**src/rtl/mux16_scan_ctrl_pkg.sv**
```systemverilog
// Shared types and constants for the 16-channel mux scan sequencer.
package mux16_scan_pkg;
  localparam int NCH  = 16;
  localparam int SELW = 4;
  localparam int CNTW = 4;

  typedef enum logic [1:0] {
    IDLE   = 2'd0,
    WAIT   = 2'd1,
    SAMPLE = 2'd2
  } state_e;
endpackage

```
**src/rtl/mux16_scan_ctrl_if.sv**
```systemverilog
// Control/data bundle between the scan sequencer and its environment (mux + host).
interface mux16_scan_ctrl_if;
  import mux16_scan_pkg::*;

  logic             i_start;
  logic             i_cont;
  logic [SELW-1:0]  i_first;
  logic [SELW-1:0]  i_last;
  logic             i_f;
  logic [SELW-1:0]  o_s16;
  logic [0:NCH-1]   o_q;
  logic             o_busy;
  logic             o_done;

  modport master (output i_start, i_cont, i_first, i_last, i_f,
                  input  o_s16, o_q, o_busy, o_done);
  modport slave  (input  i_start, i_cont, i_first, i_last, i_f,
                  output o_s16, o_q, o_busy, o_done);
endinterface

```
**src/rtl/mux16_scan_ctrl_settle_timer.sv**
```systemverilog
// Loadable down-counter; expired is high once the count is at 1 or below.
module settle_timer #(
  parameter int W = 4
) (
  input  logic         clk,
  input  logic         rst,
  input  logic         i_load,
  input  logic [W-1:0] i_val,
  output logic         o_expired
);
  logic [W-1:0] r_cnt;

  always_ff @(posedge clk or posedge rst) begin
    if (rst)                r_cnt <= '0;
    else if (i_load)        r_cnt <= i_val;
    else if (r_cnt != '0)   r_cnt <= r_cnt - 1'b1;
  end

  assign o_expired = (r_cnt <= W'(1));
endmodule

```
**src/rtl/mux16_scan_ctrl.sv**
```systemverilog
// Sweeps the mux select over First..Last (with wrap) and captures f per channel into Q.
module mux16_scan_ctrl
  import mux16_scan_pkg::*;
#(
  parameter int unsigned SETTLE = 0
) (
  input  logic             clk,
  input  logic             rst,
  mux16_scan_ctrl_if.slave bus
);
  localparam logic [CNTW-1:0] SETTLE_V = CNTW'(SETTLE);
  // Every new channel starts in WAIT unless there is no settle time to spend.
  localparam state_e CH_ST = (SETTLE == 0) ? SAMPLE : WAIT;

  state_e          r_state;
  logic [SELW-1:0] r_first;
  logic [SELW-1:0] r_last;
  logic [SELW-1:0] r_s16;
  logic [0:NCH-1]  r_q;
  logic            r_busy;
  logic            r_done;

  logic w_at_last;
  logic w_load;
  logic w_expired;

  assign w_at_last = (r_s16 == r_last);
  assign w_load    = ((r_state == IDLE) && bus.i_start) ||
                     ((r_state == SAMPLE) && (!w_at_last || bus.i_cont));

  settle_timer #(.W(CNTW)) u_timer (
    .clk       (clk),
    .rst       (rst),
    .i_load    (w_load),
    .i_val     (SETTLE_V),
    .o_expired (w_expired)
  );

  always_ff @(posedge clk or posedge rst) begin
    if (rst) begin
      r_state <= IDLE;
      r_first <= '0;
      r_last  <= '0;
      r_s16   <= '0;
      r_q     <= '0;
      r_busy  <= 1'b0;
      r_done  <= 1'b0;
    end else begin
      r_done <= 1'b0;
      case (r_state)
        IDLE: begin
          if (bus.i_start) begin
            r_first <= bus.i_first;
            r_last  <= bus.i_last;
            r_s16   <= bus.i_first;
            r_busy  <= 1'b1;
            r_state <= CH_ST;
          end
        end
        WAIT: begin
          if (w_expired) r_state <= SAMPLE;
        end
        SAMPLE: begin
          r_q[r_s16] <= bus.i_f;
          if (!w_at_last) begin
            r_s16   <= r_s16 + 1'b1;
            r_state <= CH_ST;
          end else begin
            r_done <= 1'b1;
            // Cont is only looked at here, so dropping it mid-sweep lets the sweep finish.
            if (bus.i_cont) begin
              r_s16   <= r_first;
              r_state <= CH_ST;
            end else begin
              r_busy  <= 1'b0;
              r_state <= IDLE;
            end
          end
        end
        default: r_state <= IDLE;
      endcase
    end
  end

  assign bus.o_s16  = r_s16;
  assign bus.o_q    = r_q;
  assign bus.o_busy = r_busy;
  assign bus.o_done = r_done;
endmodule

```
**src/flat_wrapper.sv**
```systemverilog
// flat-port wrapper written by rule: the top's interface ports become plain ports
module mux16_scan_ctrl_flat import mux16_scan_pkg::*;
#(
  parameter int unsigned SETTLE = 0
)
  (clk, rst, bus_i_start, bus_i_cont, bus_i_first, bus_i_last, bus_i_f, bus_o_s16, bus_o_q, bus_o_busy, bus_o_done);
  mux16_scan_ctrl_if bus_i ();
  input  logic clk;
  input  logic rst;
  input wire logic [$bits(bus_i.i_start)-1:0] bus_i_start;
  input wire logic [$bits(bus_i.i_cont)-1:0] bus_i_cont;
  input wire logic [$bits(bus_i.i_first)-1:0] bus_i_first;
  input wire logic [$bits(bus_i.i_last)-1:0] bus_i_last;
  input wire logic [$bits(bus_i.i_f)-1:0] bus_i_f;
  output wire logic [$bits(bus_i.o_s16)-1:0] bus_o_s16;
  output wire logic [$bits(bus_i.o_q)-1:0] bus_o_q;
  output wire logic [$bits(bus_i.o_busy)-1:0] bus_o_busy;
  output wire logic [$bits(bus_i.o_done)-1:0] bus_o_done;
  assign bus_i.i_start = bus_i_start;
  assign bus_i.i_cont = bus_i_cont;
  assign bus_i.i_first = bus_i_first;
  assign bus_i.i_last = bus_i_last;
  assign bus_i.i_f = bus_i_f;
  assign bus_o_s16 = bus_i.o_s16;
  assign bus_o_q = bus_i.o_q;
  assign bus_o_busy = bus_i.o_busy;
  assign bus_o_done = bus_i.o_done;
  mux16_scan_ctrl #(.SETTLE(SETTLE)) u_core (.clk(clk), .rst(rst), .bus(bus_i));
endmodule
```
**config.mk**
```make
export PLATFORM = sky130hd
export DESIGN_NAME = mux16_scan_ctrl_flat
export DESIGN_NICKNAME = d
export VERILOG_FILES = /design/src/rtl/mux16_scan_ctrl_pkg.sv /design/src/rtl/mux16_scan_ctrl_if.sv /design/src/rtl/mux16_scan_ctrl_settle_timer.sv /design/src/rtl/mux16_scan_ctrl.sv /design/src/flat_wrapper.sv
export SDC_FILE = /design/constraint.sdc
export NUM_CORES = 1
export LEC_CHECK = 0
export BUFFER_PORTS_ARGS = -buffer_cell sky130_fd_sc_hd__buf_2
export CAP_MARGIN = 30
export CORE_ASPECT_RATIO = 1.25
export CORE_MARGIN = 5
export CORE_UTILIZATION = 40
export DETAILED_ROUTE_END_ITERATION = 16
export PLACE_DENSITY = 0.7
export SLEW_MARGIN = 20
export SYNTH_ARGS = -nofsm -noshare
export SYNTH_HDL_FRONTEND = slang
export SYNTH_HIERARCHICAL = 1
export SYNTH_SLANG_ARGS = --single-unit
export TNS_END_PERCENT = 50
```
**constraint.sdc**
```tcl
create_clock -name clk -period 1.6 [get_ports clk]
set_input_delay 0.16 -clock clk [delete_from_list [all_inputs] [get_ports clk]]
set_output_delay 0.16 -clock clk [all_outputs]
set_load 0.05 [all_outputs]
```
### After elaboration in Yosys (flattened, before gate mapping)

Index checks and enable logic that the tools add are counted.

| word-level totals | value |
|---|---|
| register bits | 36 |
| output and inout port bits | 22 |
| logic and storage cells | 56 |

| cells by class | value |
|---|---|
| add/sub/neg operators | 2 |
| order comparisons | 3 |
| eq/ne operators | 8 |
| mux-type cells | 20 |
| bitwise gates (word level) | 1 |
| reductions and logical operators | 14 |

Operators by type and width:

| cell | count |
|---|---|
| $mux 4 | 5 |
| $bwmux 16 | 1 |
| $mux 2 | 4 |
| $pmux 4 s2 | 1 |
| $mux 1 | 6 |
| $ne 2x2->1 const B | 3 |
| $pmux 2 s3 | 1 |
| $ge 5x5->1 const B | 1 |
| $lt 5x1->1 const B | 1 |
| $not 4->5 | 1 |
| $add 4x1->4 const B | 1 |
| $demux 1 s4 | 1 |
| $eq 4x4->1 | 1 |
| $le 4x1->1 const B | 1 |
| $reduce_and 2->1 | 2 |
| $reduce_and 4->1 | 1 |
| $reduce_bool 2->1 | 2 |
| $reduce_bool 4->1 | 1 |
| $sub 4x1->4 const B | 1 |
| $logic_and 1x1->1 | 3 |
| $ne 3x3->1 const B | 1 |
| $reduce_and 3->1 | 1 |
| $eq 2x1->1 const B | 1 |
| $eq 2x2->1 const B | 1 |
| other kinds (5) | 6 |

### Depth between registers and ports, before layout

Gate-level depths: netlist of run 1.

| depth | value |
|---|---|
| word-level depth | 6 |
| mapped depth | 5 |

### Least setup slack after synthesis of run 1

Ideal clock, no wire load.

| timing | value |
|---|---|
| kind | register to register |
| start point | reg u_core.r_s16[0] (netlist: u_core/bus.o_s16[0]) |
| end point | reg u_core.r_s16[1] (netlist: u_core/bus.o_s16[1]) |
| data arrival time | 1969 ps |
| data required time | 1478 ps |
| path slack | -490 ps |
| stages on the path, launching flop included | 5 |
| path buffers | 0 |
| clock period less this slack | 2090 ps |
| cells stage by stage | dfrtp_1 -> xor2_1 -> or4_4 -> or2_1 -> a32o_1 |

| between the ends | value |
|---|---|
| word-level cells in the longest chain between the ends | 3 |

RTL lines:

| element | line | source |
|---|---|---|
| start: declaration | mux16_scan_ctrl.sv:18 | `logic [SELW-1:0] r_s16;` |
| start signal: assignment | mux16_scan_ctrl.sv:55 | `r_s16 <= bus.i_first;` |
| start signal: assignment | mux16_scan_ctrl.sv:66 | `r_s16 <= r_s16 + 1'b1;` |
| start signal: assignment | mux16_scan_ctrl.sv:72 | `r_s16 <= r_first;` |
| $add 4x1->4 or $eq 4x4->1 (tied branches) | mux16_scan_ctrl.sv:66, mux16_scan_ctrl.sv:27 |  |
| $mux 4 or $ne 3x3->1 (tied branches) | n/a |  |
| $pmux 4 s2 or $reduce_and 3->1 (tied branches) | n/a |  |

Several ways; a longest one is shown, not always the timed one.
A chain may end at the register's enable or synchronous reset.

### Worst setup path in the final report of run 1

| timing | value |
|---|---|
| start point | reg u_core.r_s16[1] (netlist: u_core/bus.o_s16[1]) |
| end point | reg u_core.r_s16[1] (netlist: u_core/bus.o_s16[1]) |

Same word-level chain as after synthesis.

==> results of run 1 <==
layer usage:
metal	track usage, %	vias up	share of wire (%)	wire length [um]
met5	0	-	0	0
met2	23.7	28	50	1650
met1	16.7	557	42	1380
li1	-	541	-	-
met3	4.51	6	6.7	221
met4	5.60	0	1.7	55
cells in the final DEF (no fill, tap or decap), types with 2 or more instances in the layout:
master | synthesis | layout
mux2_2 | 25 | 25
xor2_2 | 1 | 2
nor2b_1 | 6 | 6
dfrtp_2 | 0 | 3
a21o_1 | 2 | 2
nand3b_1 | 2 | 2
dfrtp_1 | 31 | 27
and2_1 | 2 | 2
nand4_1 | 4 | 4
nor2_1 | 2 | 2
xnor2_1 | 2 | 2
nand3_1 | 9 | 9
mux2i_1 | 3 | 3
nand4b_1 | 2 | 2
ha_1 | 4 | 2
clkbuf_8 | 0 | 7
buf_4 | 0 | 12
inv_1 | 6 | 6
buf_2 | 0 | 34
metrics by stage:
stage               instance area, um2  instances  hold slack, ps  TNS (ps)  util (%)
detailed placement                1890        220             267      -601      49.9
global placement                  1890        220             250      -509      49.9
CTS                               2010        229            95.9      -479      53.0
finish                            2020        229             106      -496      53.4
global route                      2020        229            97.1      -842      53.4
floorplan                         1590        126             263      -925         -
cell families (layout without fill, tap and decap cells):
| group | after synthesis | after routing | share of synthesized area, % |
|---|---|---|---|
| AO/OA/AOI/OAI | 11 | 11 | 5.47 |
| buffers and inverters | 13 | 62 | 3.62 |
| multiplexers | 28 | 28 | 20.0 |
| flip-flops | 31 | 31 | 49.9 |
| adder cells (fa/ha/maj) | 4 | 4 | 3.22 |
| XOR/XNOR | 6 | 6 | 3.87 |
| AND/OR/NAND/NOR | 33 | 33 | 13.8 |
flip-flops by register name (all words and copies together), names as in the netlist:
register	flops
u_core/bus.o_busy	1
u_core/bus.o_done	1
u_core/bus.o_q	16
u_core/bus.o_s16	4
u_core/r_first	4
u_core/r_last	4
u_core/r_state	1
timing repair:
action	in CTS	in global routing
endpoints found under the hold margin	31	0
endpoints found under the setup margin	6	7
resized for setup	2	3
hold buffers	1	0
pin swaps	4	2
synth_stat cells:
cell type   n  area (um2)
a221o_1     1        10.0
a32oi_1     1        8.76
nand4b_1    2        17.5
and2_1      2        12.5
nor4_4      1        21.3
nor2_1      2        7.51
nor2b_1     6        37.5
or2_2       1        6.26
o21ai_1     1        5.00
a32o_1      1        10.0
clkbuf_1    5        18.8
or4_4       1        11.3
or2_1       1        6.26
o41ai_1     1        8.76
mux2_2     25         282
inv_1       6        22.5
nand3_1     9        45.0
a21o_1      2        15.0
a21oi_1     1        5.00
buf_1       1        3.75
nand3b_1    2        15.0
xnor2_1     2        17.5
a211oi_1    1        7.51
dfrtp_1    31         776
xor2_1      3        26.3
nand2_1     1        3.75
o21a_1      1        7.51
nand2b_1    1        6.26
buf_6       1        11.3
xor2_2      1        16.3
ha_1        4        50.1
o211ai_1    1        7.51
mux2i_1     3        30.0
nand4_1     4        25.0
layout make-up:
type	instances	area [um2]	area share, %
Sequential cell	31	783	38.8
Multi-Input combinational cell	82	766	37.9
Timing Repair Buffer	48	282	13.9
Clock buffer	8	100	4.95
Tap cell	54	67.6	3.34
Inverter	6	22.5	1.11
path summary, 6_finish.rpt:
| check | from | to | slack (ps) |
|---|---|---|---|
| max | u_core/bus.o_s16[1]$_DFFE_PP0P_ | u_core/bus.o_s16[1]$_DFFE_PP0P_ | -150 |
| max reg2reg | u_core/bus.o_s16[1]$_DFFE_PP0P_ | u_core/bus.o_s16[1]$_DFFE_PP0P_ | -150 |
| min | bus_i_last[3] | u_core/r_last[3]$_DFFE_PP0P_ | 110 |
| min reg2reg | u_core/bus.o_q[3]$_DFFE_PP0P_ | u_core/bus.o_q[3]$_DFFE_PP0P_ | 500 |
| min in group asynchronous | rst | u_core/r_last[3]$_DFFE_PP0P_ | 500 |
| max in group asynchronous | rst | u_core/bus.o_s16[0]$_DFFE_PP0P_ | 790 |
==> results.sh, run 1 <==
export IMPL_wl_per_cell_um=14.4
export IMPL_cts_root_buf="clkbuf_8"
export IMPL_grt_pass1_vias=1180
export IMPL_grt_setup_unrepaired="yes"
export IMPL_setup_slack_ps=-155
export IMPL_synth_seq_area_share_pct=49.9
export IMPL_design_die_area_um2=5240
export IMPL_antenna_found_initial=0
export IMPL_cts_post_setup_buffers_inserted=0
export IMPL_cp_buffers_inverters=0
export IMPL_vias_per_cell=4.94
export IMPL_hold_path_class="input pin to register"
export IMPL_route_detailed_drc=0
export IMPL_nFillCells=366
export IMPL_setup_viol=6
export IMPL_slowest_stage="or4_4"
export IMPL_gr_total_overflow=0
export IMPL_post_place_ws_ps=-171
export IMPL_max_stage_delay_ps=550
export IMPL_ys_seq_elements=31
export IMPL_area_delta_synth_final_pct=30.0
export IMPL_min_delay_path_depth=2
export IMPL_dp_hpwl_mm=2.44
export IMPL_drt_wl_total_mm=3.30
export IMPL_grt_use_total_pct=14.2
export IMPL_cts_buffer_depth=2
export IMPL_yosysWarnings=6
export IMPL_synth_cell_types=34
export IMPL_syn_num_nets=143
export IMPL_cp_arrival_ps=1920
export IMPL_cts_tree="built"
export IMPL_pin_count=35
export IMPL_critPathKind="register to register"
export IMPL_worstSetupStartpointType="register"
export IMPL_grt_pass1_wl_mm=5.62
export IMPL_status="complete, but fails checks"
export IMPL_violations="setup timing"
export IMPL_drt_iter0_markers=28
export IMPL_initial_core_util_pct=41.1
export IMPL_fmax_mhz=570
export IMPL_critPathRequiredTime_ps=1770
export IMPL_worstPathCellList="xor2_2, or4_4, or2_4, a32o_1"
export IMPL_syn_instance_count=126
export IMPL_cp_max_fo=3
export IMPL_final_hold_viol_count=0
export IMPL_worstMarginPinSlew_ps=387
export IMPL_postSynthAreaPerCell_um2=12.3
export IMPL_drive_gt1_share_pct=52.6
export IMPL_place_port_buffers=34
export IMPL_ant_nets=0
export IMPL_maxSlewHeadroom_pct=74.2
export IMPL_n_antenna_cell=0
export IMPL_nNetsFinal=191
export IMPL_std_cell_rows=25
export IMPL_final_max_slew_viol_count=0
export IMPL_die_y_um=79.7
export IMPL_critPathTopFamily="simple AND/OR/NAND/NOR gates"
export IMPL_crit_path_end_kind="register"
export IMPL_period_needed_ps=1750
export IMPL_core_area_um2=3780
export IMPL_crit_cells=4
export IMPL_finalClockSkew_ps=6.55
export IMPL_gp_congestion=0.814
export IMPL_die_w_um=65.8
export IMPL_ctsHtreeMaxLevel=2
export IMPL_reg2regPathDepth=4
export IMPL_first_pass_iters=4
export IMPL_clkLatencyLatePin_ps=280
export IMPL_grt_max_degree=32
export IMPL_clock_sinks=31
export IMPL_cap_violations=0
export IMPL_num_vias=1132
export IMPL_syn_cell_area_um2=1550
export IMPL_clk_pin_slew_ps=60
export IMPL_period_share_pct=110
export IMPL_numCtsBuffers=5
Power of run 1 is left out: the tool's default activity adds up to more than one toggle a clock period on the data nets, which glitch-free logic cannot reach.
==> run 2: changes to the inputs <==
--- a/config.mk
+++ b/config.mk
@@ -11,7 +11,9 @@
 export CORE_MARGIN = 5
 export CORE_UTILIZATION = 40
 export DETAILED_ROUTE_END_ITERATION = 16
+export MAX_ROUTING_LAYER = met4
 export PLACE_DENSITY = 0.7
+export SKIP_CTS_REPAIR_TIMING = 1
 export SLEW_MARGIN = 20
 export SYNTH_ARGS = -nofsm -noshare
 export SYNTH_HDL_FRONTEND = slang
==> run 2 against run 1 <==
  * Cell area increased by 0.50%
  * Clock skew increased by 4.0 ps
  * Hold slack improved by 2.3 ps
  * Via count up 0.27%
  * Fmax rose by 0.58%
  * The flow still finishes with violations (setup timing)
  * Flip-flop and latch count unchanged
==> results.sh, run 2 (synthesized netlist as in run 1, its figures left out) <==
export IMPL_drive_gt1_share_pct=52.8
export IMPL_final_hold_viol_count=0
export IMPL_vias_per_cell=4.93
export IMPL_violations="setup timing"
export IMPL_gp_congestion=0.801
export IMPL_die_w_um=65.8
export IMPL_gr_total_overflow=0
export IMPL_worstMarginPinSlew_ps=397
export IMPL_crit_start="u_core/bus.o_s16[3]$_DFFE_PP0P_"
export IMPL_place_port_buffers=34
export IMPL_clk_pin_slew_ps=70
export IMPL_topRoutingLayerUsed="met4"
export IMPL_cts_root_buf="clkbuf_8"
export IMPL_pin_count=35
export IMPL_wl_met3_um=201
export IMPL_core_area_um2=3780
export IMPL_rrSetupSlack_ps=-140
export IMPL_fmax_mhz=573
export IMPL_cap_violations=0
export IMPL_min_delay_path_depth=2
export IMPL_clock_sinks=31
export IMPL_clkLatencyLatePin_ps=280
export IMPL_numCtsBuffers=5
export IMPL_num_vias=1135
export IMPL_maxSlewHeadroom_pct=73.5
export IMPL_period_needed_ps=1740
export IMPL_nNetsFinal=192
export IMPL_status="complete, but fails checks"
export IMPL_worstReg2RegEnd="u_core/bus.o_s16[1]$_DFFE_PP0P_"
export IMPL_std_cell_rows=25
export IMPL_hold_path_class="input pin to register"
export IMPL_reg2regPathDepth=4
export IMPL_grt_setup_unrepaired="yes"
export IMPL_grt_pass1_vias=1245
export IMPL_ctsHtreeMaxLevel=2
export IMPL_wl_per_cell_um=14.8
export IMPL_drt_met1_wl_mm=1.37
export IMPL_crit_path_end_kind="register"
export IMPL_grt_pass1_wl_mm=5.78
export IMPL_critPathRequiredTime_ps=1770
export IMPL_final_common_cell="buf_2"
export IMPL_finalClockSkew_ps=10.5
export IMPL_die_y_um=79.7
export IMPL_grt_max_degree=32
export IMPL_setup_tns_ps=-357
export IMPL_period_share_pct=109
export IMPL_largest_reg_flops=16
export IMPL_cts_tree="built"
export IMPL_n_antenna_cell=0
export IMPL_ant_nets=0
export IMPL_critPathKind="register to register"
export IMPL_first_pass_iters=4
export IMPL_drt_iter0_markers=49
export IMPL_antenna_found_initial=0
export IMPL_r2r_start="u_core/bus.o_s16[3]$_DFFE_PP0P_"
export IMPL_cp_max_fo=3
export IMPL_setup_slack_ps=-145
export IMPL_cp_arrival_ps=1910
export IMPL_worstSetupStartpointType="register"
export IMPL_met2_length_mm=1.79
export IMPL_endpoint="u_core/bus.o_s16[1]$_DFFE_PP0P_"
export IMPL_cts_buffer_depth=2
export IMPL_grt_use_total_pct=15.1
export IMPL_initial_core_util_pct=41.1
export IMPL_drt_wl_total_mm=3.41
export IMPL_setup_viol=5
export IMPL_route_detailed_drc=0
export IMPL_area_delta_synth_final_pct=30.7
export IMPL_design_die_area_um2=5240
export IMPL_final_max_slew_viol_count=0
export IMPL_dp_hpwl_mm=2.60
export IMPL_layout_common_cells="buf_2 (34), dfrtp_1 (27), mux2_2 (25), buf_4 (14), nand3_1 (9)"
[run 2: worst max-delay path, cell delays in order, from the launching register on]
cell and delay, ps:
dfrtp_2 430, xor2_2 180, or4_4 540, or2_4 250, a32o_1 220
[run 2: area by class of cell]
class | instances | area (um2)
Clock buffer | 6 | 82.6
Clock inverter | 2 | 35.0
Fill cell | 357 | 1750
Inverter | 6 | 22.5
Multi-Input combinational cell | 82 | 754
Sequential cell | 31 | 783
Tap cell | 54 | 67.6
Timing Repair Buffer | 49 | 285
[run 2: worst min-delay path by stage]
stage | startpoint | end | slack (ps)
2_1_floorplan | rst | u_core/bus.o_busy$_DFFE_PP0P_ | 260
3_3_place_gp | rst | u_core/r_last[3]$_DFFE_PP0P_ | 250
3_5_place_dp | rst | u_core/r_last[3]$_DFFE_PP0P_ | 260
4_1_cts | rst | u_core/r_first[0]$_DFFE_PP0P_ | -50
5_1_grt | bus_i_last[3] | u_core/r_last[3]$_DFFE_PP0P_ | 100
6_report | bus_i_last[3] | u_core/r_last[3]$_DFFE_PP0P_ | 110
[run 2: metrics by stage]
step	util, %	cells	hold WS, ps	setup WS [ps]	instance area [um2]
after floorplan	-	126	263	-276	1590
after global routing	53.7	230	102	-178	2030
after detailed placement	50.1	221	263	-175	1900
final	53.7	230	108	-145	2030
after CTS	53.2	229	-46.3	-199	2010
after global placement	50.1	221	252	-153	1900
[run 2: routing by layer]
metal,vias up,track usage [%]
met3,6,4.65
met1,555,17.3
met2,34,24.9
met5,-,-
li1,540,-
met4,0,4.98
Power of run 2 is left out for the same reason.
